$ cat config.mk
export PLATFORM = sky130hd
export DESIGN_NAME = result_collector
export DESIGN_NICKNAME = d
export VERILOG_FILES = /design/src/rtl/result_collector.sv
export SDC_FILE = /design/constraint.sdc
export NUM_CORES = 1
export LEC_CHECK = 0
export CAP_MARGIN = 20
export CORE_MARGIN = 5
export CORE_UTILIZATION = 30
export CTS_CLUSTER_DIAMETER = 100
export DETAILED_ROUTE_END_ITERATION = 8
export HOLD_SLACK_MARGIN = 0.08
export PLACE_DENSITY = 0.54
export SLEW_MARGIN = 20
export SYNTH_ARGS = -nofsm -noshare
export SYNTH_HDL_FRONTEND = slang
export SYNTH_SLANG_ARGS = --single-unit
$ cat constraint.sdc
create_clock -name clk -period 4.1 [get_ports clk]
set_clock_uncertainty 0.15 [all_clocks]
set_input_delay 0.82 -clock clk [delete_from_list [all_inputs] [get_ports clk]]
set_output_delay 0.82 -clock clk [all_outputs]
set_load 0.02 [all_outputs]
$ cat src/rtl/result_collector.sv
// Deskews the staggered column outputs of a systolic array into whole rows, buffers one
// frame of MATRIX_SIZE rows, then drains it row by row over a valid/ready handshake.
module result_collector #(
  parameter int unsigned MATRIX_SIZE = 2,
  parameter int unsigned DATA_SIZE   = 32
) (
  input  logic                 clk,
  input  logic                 reset,
  input  logic [DATA_SIZE-1:0] in_sum [MATRIX_SIZE],
  input  logic                 in_valid,
  output logic [DATA_SIZE-1:0] out_row [MATRIX_SIZE],
  output logic                 out_valid,
  input  logic                 out_ready,
  output logic                 out_last,
  output logic                 busy,
  output logic                 overflow
);

  localparam int unsigned PtrW = (MATRIX_SIZE > 1) ? $clog2(MATRIX_SIZE) : 1;
  localparam logic [PtrW-1:0] LastPtr = PtrW'(MATRIX_SIZE - 1);

  typedef enum logic [0:0] {StCollect, StDrain} state_e;

  state_e                 state_q, state_d;
  logic [PtrW-1:0]        wr_ptr_q, wr_ptr_d, rd_ptr_q, rd_ptr_d;
  logic                   overflow_q, overflow_d;
  logic [DATA_SIZE-1:0]   frame_q [MATRIX_SIZE][MATRIX_SIZE];
  logic [DATA_SIZE-1:0]   frame_d [MATRIX_SIZE][MATRIX_SIZE];
  logic [DATA_SIZE-1:0]   row_data [MATRIX_SIZE];
  logic                   row_valid, vld_busy, wr_en, xfer, last_xfer;

  // Column j arrives j cycles after column 0, so it waits MATRIX_SIZE-1-j stages.
  for (genvar j = 0; j < MATRIX_SIZE; j++) begin : g_col
    localparam int unsigned Depth = MATRIX_SIZE - 1 - j;
    if (Depth == 0) begin : g_pass
      assign row_data[j] = in_sum[j];
    end else begin : g_dly
      logic [DATA_SIZE-1:0] sr_q [Depth];
      logic [DATA_SIZE-1:0] sr_d [Depth];
      always_comb begin
        sr_d[0] = in_sum[j];
        for (int k = 1; k < int'(Depth); k++) sr_d[k] = sr_q[k-1];
      end
      always_ff @(posedge clk or negedge reset) begin
        if (!reset) begin
          for (int k = 0; k < int'(Depth); k++) sr_q[k] <= '0;
        end else begin
          sr_q <= sr_d;
        end
      end
      assign row_data[j] = sr_q[Depth-1];
    end
  end

  if (MATRIX_SIZE > 1) begin : g_vld
    logic [MATRIX_SIZE-2:0] vld_q, vld_d;
    always_comb begin
      vld_d[0] = in_valid;
      for (int k = 1; k < int'(MATRIX_SIZE) - 1; k++) vld_d[k] = vld_q[k-1];
    end
    always_ff @(posedge clk or negedge reset) begin
      if (!reset) vld_q <= '0;
      else        vld_q <= vld_d;
    end
    assign row_valid = vld_q[MATRIX_SIZE-2];
    assign vld_busy  = |vld_q;
  end else begin : g_novld
    assign row_valid = in_valid;
    assign vld_busy  = 1'b0;
  end

  // State register
  always_ff @(posedge clk or negedge reset) begin
    if (!reset) begin
      state_q    <= StCollect;
      wr_ptr_q   <= '0;
      rd_ptr_q   <= '0;
      overflow_q <= 1'b0;
    end else begin
      state_q    <= state_d;
      wr_ptr_q   <= wr_ptr_d;
      rd_ptr_q   <= rd_ptr_d;
      overflow_q <= overflow_d;
    end
  end

  // Storage is never read before a full frame has been written, so it needs no reset.
  always_ff @(posedge clk) begin
    frame_q <= frame_d;
  end

  // Next-state logic
  always_comb begin
    state_d    = state_q;
    wr_ptr_d   = wr_ptr_q;
    rd_ptr_d   = rd_ptr_q;
    overflow_d = overflow_q;
    frame_d    = frame_q;
    xfer       = (state_q == StDrain) && out_ready;
    last_xfer  = xfer && (rd_ptr_q == LastPtr);
    // A row landing on the final transfer starts the next frame instead of overflowing.
    wr_en      = row_valid && ((state_q == StCollect) || last_xfer);

    if (xfer) rd_ptr_d = rd_ptr_q + PtrW'(1);
    if (last_xfer) begin
      rd_ptr_d = '0;
      state_d  = StCollect;
    end
    if (row_valid && (state_q == StDrain) && !last_xfer) overflow_d = 1'b1;

    if (wr_en) begin
      for (int j = 0; j < int'(MATRIX_SIZE); j++) frame_d[wr_ptr_q][j] = row_data[j];
      if (wr_ptr_q == LastPtr) begin
        wr_ptr_d = '0;
        state_d  = StDrain;
      end else begin
        wr_ptr_d = wr_ptr_q + PtrW'(1);
      end
    end
  end

  // Output logic
  always_comb begin
    out_valid = (state_q == StDrain);
    out_last  = out_valid && (rd_ptr_q == LastPtr);
    busy      = out_valid || vld_busy;
    overflow  = overflow_q;
    for (int j = 0; j < int'(MATRIX_SIZE); j++) begin
      out_row[j] = out_valid ? frame_q[rd_ptr_q][j] : '0;
    end
  end

endmodule

==> impl_metrics.ini <==
[critical_path]
cp_top_family = flip-flops
worstPathRequired_ps = 3130
cp.arrival_ps = 2590
startpoint_type = register
path_max_fanout = 45
path_class = reg2out
cp_num_buf_inv = 2
crit_chain = buf_12 > mux2i_1 > nor2b_1 > clkdlybuf4s50_1
cp-end-kind = primary output
crit_path_top_delay_cell = dfrtp_4
cp_slowest_stage_delay_ps = 970

[sta]
fin_crit_ps = 3560
hold_violations = 0
setup_ws_ps = 545
rsz0062_at_grt = false
fin_crit_sh_pct = 86.7
tightest_slew_ps = 973
finalMaxSlewViolations = 0
finalSetupViolations = 0
max_clock_freq_mhz = 281
slew_headroom_pct = 35.1
fin_worst_hold_slack_ps = 290

[clock_network]
ctsHoldBuffers = 0
cts-resized-gates = 0
cts_root_buf = clkbuf_16
post_cts_buffers = 0
cts_buffers = 17
clockBufferDepth = 2
clkSlewWorstSetupHoldPaths_ps = 60
clock_latency_ps = 410
cts_max_level = 4
cts_tree = done
cts.sinks = 165

[pwr]
ir_worst_vdd_mv = 0.309
p_leak_nw = 3.19
p_per_area_nw_per_um2 = 713

[route]
final_antenna_net_count = 0
post_drt_wl_per_cell_um = 15.6
wl_um = 12800
drc = 0
viasPerCell = 4.24
drt-initial-drc-count = 128
first_pass_iters = 4
vias = 3481

[logic_synthesis]
synth.top_cell.area_share_pct = 59.5
synth_top_cell_by_area = edfxtp_1
synth_area_leaders = edfxtp_1 59%, dfrtp_1 14%, mux2i_1 9.9%
yosysMostFrequentCell = edfxtp_1
ys_ff_latch = 165
synthArstFlopShare_pct = 22.4
synth-edff-count = 128
yosysWarnings = 0
synth_cell_types = 22
postSynthAreaPerCell_um2 = 16.4
netlist_area_um2 = 6460
synth-seq-area-share_pct = 73.8
synth_nets = 462
synthTopCellsByCount = 128 x edfxtp_1, 87 x nor2b_1, 64 x mux2i_1
syn_inst = 394
ys.flop_type = edfxtp_1

[floorplanning]
ios = 136
dieArea_um2 = 24600
core_region_area_um2 = 21200
die_h_um = 157
die_w_um = 157
rows = 53
initial_core_util_pct = 30.6

[layout]
fin_nets = 601
n_antenna_cell = 0
drive_above_1_share_pct = 8.61
utilization_pct = 41.0
fillers = 1935
syn_to_final_growth_pct = 34.1

[placement]
dp_hpwl_um = 8130
pre_cts_slack_ps = 926
globalplace.congestion = 0.692
portBuffers = 135

[worst_hold_path]
holdCritPathClass = reg2reg

[run_status]
outcome = completed

[global_routing]
grt_overflow = 0
antenna_found_initial = 0
grt_max_degree = 68
grtUsageTotal_pct = 10.7
grt_pass1_vias = 3770
grt_pass1_wl_um = 19900

[run]
drv_cap = 0
[power by group]
group | internal, W | total [W] | switching (W) | leakage (nW)
registers | 0.00221 | 0.00253 | 0.000313 | 1.62
clock network | 0.000857 | 0.00150 | 0.000647 | 0.271
logic | 0.00109 | 0.00215 | 0.00105 | 1.30
[cell usage in the layout, fill, tap and decap left out, types with 2 or more instances in the layout]
cell             count
and2_1              33
and2b_1             10
buf_4                6
clkbuf_16           17
clkdlybuf4s50_1    134
clkinv_2             2
clkinv_4             3
clkinvlp_4           3
dfrtp_1             34
dfrtp_2              2
edfxtp_1           128
inv_6                4
mux2i_1             64
nand2_1              2
nand2b_1             2
nor2_4               2
nor2b_1             87
[path summary, 6_finish.rpt]
| kind | slack, ps | endpoint | startpoint | cells after the start |
|---|---|---|---|---|
| hold / removal | 290 | frame_q[62]$_DFFE_PP_ | g_col[0].g_dly.sr_q[30]$_DFF_PN0_ | 0 |
| hold reg to reg | 290 | frame_q[62]$_DFFE_PP_ | g_col[0].g_dly.sr_q[30]$_DFF_PN0_ | 0 |
| setup reg to reg | 1470 | frame_q[69]$_DFFE_PP_ | rd_ptr_q$_DFFE_PN0P_ | 4 |
| min in group asynchronous | 390 | g_col[0].g_dly.sr_q[18]$_DFF_PN0_ | reset | 1 |
| max in group asynchronous | 2730 | rd_ptr_q$_DFFE_PN0P_ | reset | 1 |
| setup / recovery | 540 | out_row[7] | rd_ptr_q$_DFFE_PN0P_ | 4 |
[area by class of cell]
cell class                      count  area, um2  area share, %
Timing Repair Buffer              142       1410           16.3
Sequential cell                   165       4780           55.1
Inverter                            1       3.75         0.0433
Multi-Input combinational cell    206       1570           18.1
Tap cell                          275        344           3.97
Clock inverter                     14        128           1.47
Clock buffer                       18        439           5.07
[cell families (layout without fill, tap and decap cells)]
logic type             Yosys count  count (layout)  synth area share [%]
AND/OR/NAND/NOR                138             138                  13.4
buffers and inverters           23             175                  2.24
multiplexers                    64              64                  9.91
AO/OA/AOI/OAI                    3               3                 0.542
flip-flops                     165             165                  73.8
XOR/XNOR                         1               1                 0.135
[sequential cells by signal, indices dropped and copies added, names as in the netlist]
name	flops
wr_ptr_q	1
out_valid	1
rd_ptr_q	1
g_col.g_dly.sr_q	32
frame_q	128
g_vld.vld_q	1
overflow	1
[metal layers]
layer / part of all wire [%] / vias to the layer above / track usage, %
met1: 42 / 1709 / 13.1
met3: 6.3 / 11 / 3.65
li1: - / 1666 / -
met4: 1.1 / 0 / 3.72
met5: 0 / - / 0
met2: 50 / 95 / 17.6
[through the flow]
stage	total power, W	area [um2]	cells	setup TNS, ps
6_report	0.00618	8670	821	0
3_3_place_gp	0.00474	8100	789	0
2_1_floorplan	0.00382	6460	394	-15790
4_1_cts	0.00630	8670	821	0
3_5_place_dp	0.00477	8100	789	0
5_1_grt	0.00653	8670	821	0
(Power assumes the default switching activity.)
